**src/rtl/ppc_types.sv**
```systemverilog
// Shared PowerPC result types: CR0/XER side-effect bundle and the GPR write-back payload.
package ppc_types;

    typedef struct packed {
        logic        xer_valid;
        logic        CR0_valid;
        logic        so;
        logic [0:31] xer;
    } cond_exception_t;

    typedef struct packed {
        logic [0:4]      reg_addr;
        logic [0:31]     result;
        cond_exception_t cr0_xer;
    } gpr_result_t;

endpackage

```
**src/rtl/gpr_result_fifo_ring_buffer_mem.sv**
```systemverilog
// DEPTH x WIDTH storage for the result FIFO: one synchronous write port, one asynchronous read port.
module ring_buffer_mem #(
    parameter int DEPTH = 4,
    parameter int WIDTH = 8
) (
    input  logic                     clk,
    input  logic                     i_we,
    input  logic [$clog2(DEPTH)-1:0] i_waddr,
    input  logic [WIDTH-1:0]         i_wdata,
    input  logic [$clog2(DEPTH)-1:0] i_raddr,
    output logic [WIDTH-1:0]         o_rdata
);

    logic [WIDTH-1:0] r_mem [DEPTH];

    always_ff @(posedge clk) begin
        if (i_we) begin
            r_mem[i_waddr] <= i_wdata;
        end
    end

    assign o_rdata = r_mem[i_raddr];

endmodule

```
**src/rtl/gpr_result_fifo.sv**
```systemverilog
// In-order result buffer between one execution unit and its write-back arbiter slot.
// Optional macro GPR_RESULT_FIFO_BYPASS_EN: an empty buffer forwards the input straight to the output.
module gpr_result_fifo
    import ppc_types::*;
#(
    parameter int RS_ID_WIDTH = 5,
    parameter int DEPTH       = 4
) (
    input  logic                       clk,
    input  logic                       rst,
    input  logic                       flush,
    input  logic                       in_valid,
    output logic                       in_ready,
    input  logic [RS_ID_WIDTH-1:0]     in_rs_id,
    input  logic [4:0]                 in_reg_addr,
    input  logic [31:0]                in_result,
    input  cond_exception_t            in_cr0_xer,
    output logic                       out_valid,
    input  logic                       out_ready,
    output logic [RS_ID_WIDTH-1:0]     out_rs_id,
    output logic [4:0]                 out_reg_addr,
    output logic [31:0]                out_result,
    output cond_exception_t            out_cr0_xer,
    output logic [$clog2(DEPTH):0]     count
);

    localparam int AW = $clog2(DEPTH);
    localparam int CW = AW + 1;

    typedef struct packed {
        logic [RS_ID_WIDTH-1:0] rs_id;
        gpr_result_t            res;
    } entry_t;

    localparam int EW = $bits(entry_t);

    logic [AW-1:0] r_wr_ptr;
    logic [AW-1:0] r_rd_ptr;
    logic [CW-1:0] r_count;

    logic   w_empty;
    logic   w_full;
    logic   w_bypass;
    logic   w_push;
    logic   w_pop;
    entry_t w_in_entry;
    entry_t w_head_entry;
    entry_t w_out_entry;
    logic [EW-1:0] w_rdata;

    assign w_empty = (r_count == '0);
    assign w_full  = (r_count == CW'(DEPTH));

`ifdef GPR_RESULT_FIFO_BYPASS_EN
    assign w_bypass = w_empty & in_valid & out_ready & ~flush;
`else
    assign w_bypass = 1'b0;
`endif

    // Ready never depends on out_ready, so a full buffer rejects a push even while popping.
    assign in_ready  = ~w_full & ~flush;
    assign out_valid = (~w_empty | w_bypass) & ~flush;
    assign w_push    = in_valid & in_ready;
    assign w_pop     = out_valid & out_ready;

    assign w_in_entry.rs_id            = in_rs_id;
    assign w_in_entry.res.reg_addr     = in_reg_addr;
    assign w_in_entry.res.result       = in_result;
    assign w_in_entry.res.cr0_xer      = in_cr0_xer;

    // A bypassed result is written and then skipped by advancing both pointers together.
    ring_buffer_mem #(
        .DEPTH (DEPTH),
        .WIDTH (EW)
    ) u_mem (
        .clk     (clk),
        .i_we    (w_push),
        .i_waddr (r_wr_ptr),
        .i_wdata (w_in_entry),
        .i_raddr (r_rd_ptr),
        .o_rdata (w_rdata)
    );

    assign w_head_entry = entry_t'(w_rdata);

    always_comb begin
        w_out_entry = w_head_entry;
        if (w_empty) begin
`ifdef GPR_RESULT_FIFO_BYPASS_EN
            w_out_entry = w_in_entry;
`else
            w_out_entry = '0;
`endif
        end
    end

    assign out_rs_id    = w_out_entry.rs_id;
    assign out_reg_addr = w_out_entry.res.reg_addr;
    assign out_result   = w_out_entry.res.result;
    assign out_cr0_xer  = w_out_entry.res.cr0_xer;
    assign count        = r_count;

    always_ff @(posedge clk) begin
        if (rst || flush) begin
            r_wr_ptr <= '0;
            r_rd_ptr <= '0;
            r_count  <= '0;
        end else begin
            if (w_push) begin
                r_wr_ptr <= r_wr_ptr + AW'(1);
            end
            if (w_pop) begin
                r_rd_ptr <= r_rd_ptr + AW'(1);
            end
            case ({w_push, w_pop})
                2'b10:   r_count <= r_count + CW'(1);
                2'b01:   r_count <= r_count - CW'(1);
                default: r_count <= r_count;
            endcase
        end
    end

endmodule

```
**config.mk**
```make
export PLATFORM = sky130hd
export DESIGN_NAME = gpr_result_fifo
export DESIGN_NICKNAME = d
export VERILOG_FILES = /design/src/rtl/ppc_types.sv /design/src/rtl/gpr_result_fifo_ring_buffer_mem.sv /design/src/rtl/gpr_result_fifo.sv
export SDC_FILE = /design/constraint.sdc
export NUM_CORES = 1
export LEC_CHECK = 0
export CELL_PAD_IN_SITES_DETAIL_PLACEMENT = 1
export CELL_PAD_IN_SITES_GLOBAL_PLACEMENT = 2
export CORE_UTILIZATION = 42
export DETAILED_ROUTE_END_ITERATION = 10
export HOLD_SLACK_MARGIN = 0.15
export PLACE_DENSITY_LB_ADDON = 0.1
export SYNTH_ARGS = -nofsm -noshare
export SYNTH_HDL_FRONTEND = slang
export SYNTH_SLANG_ARGS = --single-unit
```
**constraint.sdc**
```tcl
create_clock -name clk -period 4.33 [get_ports clk]
set_clock_uncertainty 0.1 [all_clocks]
set_input_delay 0.866 -clock clk [delete_from_list [all_inputs] [get_ports clk]]
set_output_delay 0.866 -clock clk [all_outputs]
set_load 0.1 [all_outputs]
```
==> results of run 1 <==
-- stage by stage --
stage | power, W | utilization, % | instances
5_1_grt | 0.00678 | 53.9 | 1136
3_5_place_dp | 0.00395 | 50.2 | 1074
2_1_floorplan | 0.00376 | - | 546
6_report | 0.00659 | 53.9 | 1136
3_3_place_gp | 0.00393 | 50.2 | 1074
4_1_cts | 0.00667 | 53.9 | 1135
-- area by class of cell --
class                   count  share of cell area (%)
diodes                      1                  0.0165
clock buffers              47                    6.36
repair buffers            178                    10.7
clock inverters            14                   0.562
flip-flops and latches    317                    62.3
well taps                 378                    3.12
inverters                   6                   0.149
multi-input cells         195                    16.8
-- worst register-to-register path, stage by stage, from the launching register on --
cell and delay (ns):
dfxtp_1 0.49, or3b_1 0.55, and2_1 0.23, inv_1 0.06, ha_1 0.17, inv_1 0.07, fa_1 0.37, xor2_1 0.15
or3_1 0.30, a21oi_1 0.13
-- state kept, by name, summed over array words and instances (netlist names), named ones only --
signal / cells
count: 3
r_rd_ptr: 2
r_wr_ptr: 2
u_mem.r_mem: 308
-- worst max path at each step --
stage                              end  slack [ns]  cells past startpoint
finish                  out_result[31]        0.75                      4
global route            out_result[31]        0.57                      4
CTS                    out_cr0_xer[10]        0.66                      4
detailed placement  u_mem.r_mem[1][15]        0.97                      4
global placement    u_mem.r_mem[1][15]        1.01                      4
floorplan               out_result[22]        0.40                      4
-- routing by layer --
metal | track usage, % | vias to the layer above
met5 | 0 | -
met3 | 3.32 | 49
met4 | 5.85 | 2
li1 | - | 2586
met1 | 21.4 | 3057
met2 | 31.7 | 148
-- cell families (layout without fill, tap and decap cells) --
kind of cell / after synthesis / count (layout)
AO/OA/AOI/OAI: 9 / 9
XOR/XNOR: 3 / 3
adder cells (fa/ha/maj): 6 / 6
buffers and inverters: 34 / 245
flip-flops: 317 / 317
multiplexers: 77 / 77
other: 0 / 1
AND/OR/NAND/NOR: 100 / 100
-- cell usage in the layout (no fill, tap or decap), types with 2 or more instances in the layout --
master / instances
nor2b_1: 78
buf_12: 6
or3_1: 2
ha_1: 5
inv_1: 6
nor2_1: 8
o21ai_0: 2
clkinv_1: 10
a21oi_1: 4
clkinv_2: 2
mux4_2: 77
xor2_1: 3
and3_4: 4
dfxtp_4: 2
clkdlybuf4s50_1: 84
clkbuf_16: 37
dfxtp_1: 7
buf_4: 88
clkbuf_1: 10
edfxtp_1: 308
-- power groups by stage --
stage / clock, W / sequential (W) / combinational (W)
after global placement: 0 / 0.00348 / 0.000449
after detailed placement: 0 / 0.00349 / 0.000456
after global routing: 0.00288 / 0.00343 / 0.000474
after CTS: 0.00278 / 0.00342 / 0.000458
after floorplan: 0 / 0.00349 / 0.000270
final: 0.00271 / 0.00342 / 0.000452
==> flow_metrics.env, run 1 <==
export IMPL_status="completed"
export IMPL_ys_seq_area_share_pct=77.8
export IMPL_fin_nets=820
export IMPL_drc_errors=0
export IMPL_slowest_delay_ns=0.75
export IMPL_clockPowerShare_pct=41.2
export IMPL_die_area_mm2=0.0295
export IMPL_period_needed_ns=3.58
export IMPL_cts_tree="built"
export IMPL_muxShareOfSynthArea_pct=14.3
export IMPL_synthFlopType="edfxtp_1"
export IMPL_path_buf_inv=2
export IMPL_grt_usage_pct=17.6
export IMPL_rrSetupSlack_ns=1.63
export IMPL_synthAdderAreaFrac_pct=0.682
export IMPL_setup_viol_count_final=0
export IMPL_r2r_cells=9
export IMPL_wl_met1_um=10200
export IMPL_rsz0062_at_grt="false"
export IMPL_clock_latency_ns=0.50
export IMPL_finalSetupTns_ns=0
export IMPL_top_layer="met5"
export IMPL_routed_via_density=5.14
export IMPL_h_tree_depth=2
export IMPL_leakage_nw=4.87
export IMPL_synth_xor_area_share_pct=0.217
export IMPL_ys_warn_count=0
export IMPL_min_path_type="reg -> reg"
export IMPL_synth_cell_types=28
export IMPL_arrival_ns=2.61
export IMPL_synth_top_area_share_pct=76.3
export IMPL_antenna_found_initial=2
export IMPL_dieWidth_um=172
export IMPL_die_h_um=172
export IMPL_first_pass_iters=6
export IMPL_cp_required_ns=3.36
export IMPL_power_switching_w=0.00141
export IMPL_vdd_ir_drop_max_mv=0.319
export IMPL_grt_pass1_vias=6465
export IMPL_dpl_hpwl_um=15500
export IMPL_hp_start="r_rd_ptr[1]"
export IMPL_synth_area_mm2=0.0121
export IMPL_cts_setup_buffers=0
export IMPL_seqPwrFrac_pct=52.0
export IMPL_ioPinCount=164
export IMPL_postRouteWirelength_um=25300
export IMPL_synth_fp_nets=634
export IMPL_synthArstFlopShare_pct=0
export IMPL_endpoint_kind="output port"
export IMPL_fillers=2507
export IMPL_routed_wire_length_per_instance_um=22.3
export IMPL_ys_top_cells_by_count="edfxtp_1, nor2b_1, mux4_2"
export IMPL_cts_hold_buffers=0
export IMPL_comb_power_share_pct=6.9
export IMPL_portBuffers=163
export IMPL_area_growth_pct=25.0
export IMPL_switching_share_pct=21.4
export IMPL_synth_edf_count=308
export IMPL_max_clock_path_buffers=3
export IMPL_worstSetupPathType="reg -> out"
export IMPL_drive_above_1_share_pct=29.2
export IMPL_wl_met3_um=1170
export IMPL_regArea_mm2=0.00944
export IMPL_path_max_fanout=29
export IMPL_multi_input_area_mm2=0.00254
export IMPL_grt_pass1_wl_um=37900
export IMPL_r2r_end="count[2]"
export IMPL_grt_overflow=0
export IMPL_grt_max_degree=43
export IMPL_slew_headroom_pct=34.0
export IMPL_syn_inst=546
export IMPL_worst_pin_slew_ns=0.986
export IMPL_cts_root_buf="clkbuf_16"
export IMPL_ant_nets=0
export IMPL_r2r_start="count[2]"
export IMPL_p_int_w=0.00518
export IMPL_finalInstanceArea_mm2=0.0151
export IMPL_pre_cts_ws_ns=0.969
export IMPL_timing_final_crit_share_pct=82.6
export IMPL_avgSynthCellArea_um2=22.2
export IMPL_synth_compound_area_share_pct=0.475
export IMPL_setup_ws_ns=0.753
export IMPL_cts_sinks=317
export IMPL_synth_simple_area_share_pct=5.08
export IMPL_synth_area_leader_cell="edfxtp_1"
export IMPL_slew_viol_final=0
export IMPL_core_area_mm2=0.0281
export IMPL_crit_slowest_cell="dfxtp_4"
export IMPL_cp_top_family="flip-flops"
export IMPL_synthTopCellsByArea="edfxtp_1, mux4_2, nor2b_1, dfxtp_1, ha_1"
export IMPL_crit_chain="buf_12 > mux4_2 > nor2b_1 > buf_4"
export IMPL_cap_violations=0
export IMPL_hold_path_depth=2
export IMPL_initial_core_util_pct=43.1
export IMPL_synth_seq_cells=317
export IMPL_max_freq_mhz=280
export IMPL_synth_most_common_cell="edfxtp_1"
export IMPL_clk_pin_slew_worst_paths_ns=0.06
export IMPL_worst_setup_path_start_kind="flop"
export IMPL_cts_buffers=34
export IMPL_synth_top_family_by_area="multiplexers"
export IMPL_drtIter0Drc=371
export IMPL_num_rows=61
export IMPL_cellPowerDensity_mw_per_mm2=435
export IMPL_routabilityCongestion=0.693
export IMPL_postCtsResizedCells=0
export IMPL_dr_wl_met2_um=13300
export IMPL_vias=5842
export IMPL_hold_viol=0
export IMPL_hold_slack_ns=0.402
export IMPL_place_area_mm2=0.0141
Note: power is estimated with default switching activity, not from simulation.
==> inputs of run 2 (changes only) <==
CORE_UTILIZATION = 38   (was 42)
clock period = 3.2 ns   (was 4.33 ns; I/O delays follow)
==> run 2 against run 1 <==
Setup slack lost 0.45 ns. Wire length grew 1.3%. Non-clock buffer count grew 12. Critical path depth is the same. Register-to-register slack lost 1.1 ns. Cell area grew 9.6%. Final cell count grew 3.2%. Combinational power grew 61%. Highest routed layer unchanged. Sequential share of layout area shrank 5.5 points.
==> flow_metrics.env, run 2 (synthesis results as in run 1) <==
export IMPL_min_path_type="reg -> reg"
export IMPL_routed_via_density=5.01
export IMPL_power_switching_w=0.00194
export IMPL_p_int_w=0.00738
export IMPL_initial_core_util_pct=38.5
export IMPL_crit_slowest_cell="mux4_2"
export IMPL_clockPowerShare_pct=42.5
export IMPL_largest_reg_flops=308
export IMPL_vdd_ir_drop_max_mv=0.402
export IMPL_finalInstanceArea_mm2=0.0166
export IMPL_finalSetupTns_ns=0
export IMPL_postRouteWirelength_um=25600
export IMPL_cts_sinks=317
export IMPL_cp_top_family="multiplexers"
export IMPL_cts_root_buf="clkbuf_16"
export IMPL_antenna_found_initial=2
export IMPL_cts_tree="built"
export IMPL_drtIter0Drc=258
export IMPL_clock_latency_ns=0.50
export IMPL_cp_required_ns=2.46
export IMPL_period_needed_ns=2.89
export IMPL_clk_pin_slew_worst_paths_ns=0.06
export IMPL_cellPowerDensity_mw_per_mm2=562
export IMPL_dieWidth_um=181
export IMPL_num_rows=65
export IMPL_mostFrequentLayoutCells="edfxtp_1, buf_12, clkdlybuf4s50_1"
export IMPL_drive_above_1_share_pct=39.5
export IMPL_area_growth_pct=37.0
export IMPL_slowest_delay_ns=0.55
export IMPL_portBuffers=163
export IMPL_worstSetupPathType="reg -> out"
export IMPL_h_tree_depth=2
export IMPL_routabilityCongestion=0.694
export IMPL_ant_nets=0
export IMPL_setup_ws_ns=0.308
export IMPL_switching_share_pct=20.8
export IMPL_pre_cts_ws_ns=0.220
export IMPL_core_area_mm2=0.0315
export IMPL_fillers=2735
export IMPL_die_area_mm2=0.0326
export IMPL_worst_setup_path_start_kind="flop"
export IMPL_endpoint_kind="output port"
export IMPL_worst_pin_slew_ns=0.643
export IMPL_crit_chain="buf_4 > mux4_2 > nor2b_1 > buf_12"
export IMPL_postCtsResizedCells=0
export IMPL_die_h_um=181
export IMPL_fin_nets=833
export IMPL_final_common_cell="edfxtp_1"
export IMPL_drc_errors=0
export IMPL_leakage_nw=5.30
export IMPL_hold_viol=0
export IMPL_ioPinCount=164
export IMPL_first_pass_iters=6
export IMPL_dpl_hpwl_um=16000
export IMPL_slew_viol_final=0
export IMPL_status="completed"
export IMPL_grt_overflow=0
export IMPL_regMostFlops="u_mem.r_mem"
export IMPL_arrival_ns=2.15
export IMPL_routed_wire_length_per_instance_um=21.8
export IMPL_setup_viol_count_final=0
export IMPL_rrSetupSlack_ns=0.55
export IMPL_slew_headroom_pct=57.0
export IMPL_timing_final_crit_share_pct=90.4
export IMPL_cap_violations=0
export IMPL_grt_usage_pct=16.4
export IMPL_max_freq_mhz=346
export IMPL_rsz0062_at_grt="false"
export IMPL_cts_buffers=35
export IMPL_comb_power_share_pct=7.8
export IMPL_path_max_fanout=13
export IMPL_path_buf_inv=2
export IMPL_grt_pass1_vias=6637
export IMPL_seqPwrFrac_pct=49.7
export IMPL_max_clock_path_buffers=3
export IMPL_finalPower_w=0.00932
export IMPL_grt_pass1_wl_um=39900
export IMPL_vias=5877
export IMPL_place_area_mm2=0.0154
export IMPL_grt_max_degree=40
## run 2: stage by stage
stage	hold WS (ns)	cells	util [%]
2_1_floorplan	0.359	546	-
3_3_place_gp	0.365	1107	49.0
3_5_place_dp	0.386	1107	49.0
4_1_cts	0.395	1168	52.6
5_1_grt	0.420	1171	52.7
6_report	0.383	1172	52.7
## run 2: layer usage
layer	up-vias	part of all wire, %	track usage [%]
li1	2611	-	-
met1	3067	41	20.5
met2	164	51	27.8
met3	33	6.6	5.03
met4	2	1.6	3.69
met5	-	0.043	0
## run 2: final timing paths
| path | from | to | depth (start not counted) |
|---|---|---|---|
| worst max-delay path | flop | out_result[24] | 4 |
| worst min-delay path | r_rd_ptr[1] | flop | 2 |
| worst max register to register | count[2] | count[2] | 9 |
| worst min register to register | r_rd_ptr[1] | flop | 2 |
## run 2: power groups by stage
stage          logic [W]  registers (W)  clock network, W
2_1_floorplan   0.000381        0.00472                 0
3_3_place_gp    0.000722        0.00471                 0
3_5_place_dp    0.000733        0.00472                 0
4_1_cts         0.000736        0.00463           0.00408
5_1_grt         0.000761        0.00463           0.00422
6_report        0.000727        0.00463           0.00397
## run 2: worst min-delay path: stages, from the launching register on
cell and delay, ns:
dfxtp_1 0.30, o21ai_0 0.07, a21oi_1 0.07
## run 2: repair_timing
| item | 4_1_cts | 5_1_grt |
|---|---|---|
| endpoints found under the setup margin | 0 | 5 |
| setup buffers | 0 | 3 |
| hold buffers | 0 | 0 |
## run 2: final cells by class
| class | count | area (um^2) | area share [%] |
|---|---|---|---|
| Antenna cell | 1 | 2.50 | 0.0151 |
| Clock buffer | 51 | 1030 | 6.20 |
| Clock inverter | 10 | 120 | 0.724 |
| Inverter | 6 | 22.5 | 0.136 |
| Multi-Input combinational cell | 195 | 2690 | 16.2 |
| Sequential cell | 317 | 9440 | 56.9 |
| Tap cell | 402 | 503 | 3.03 |
| Timing Repair Buffer | 190 | 2790 | 16.8 |
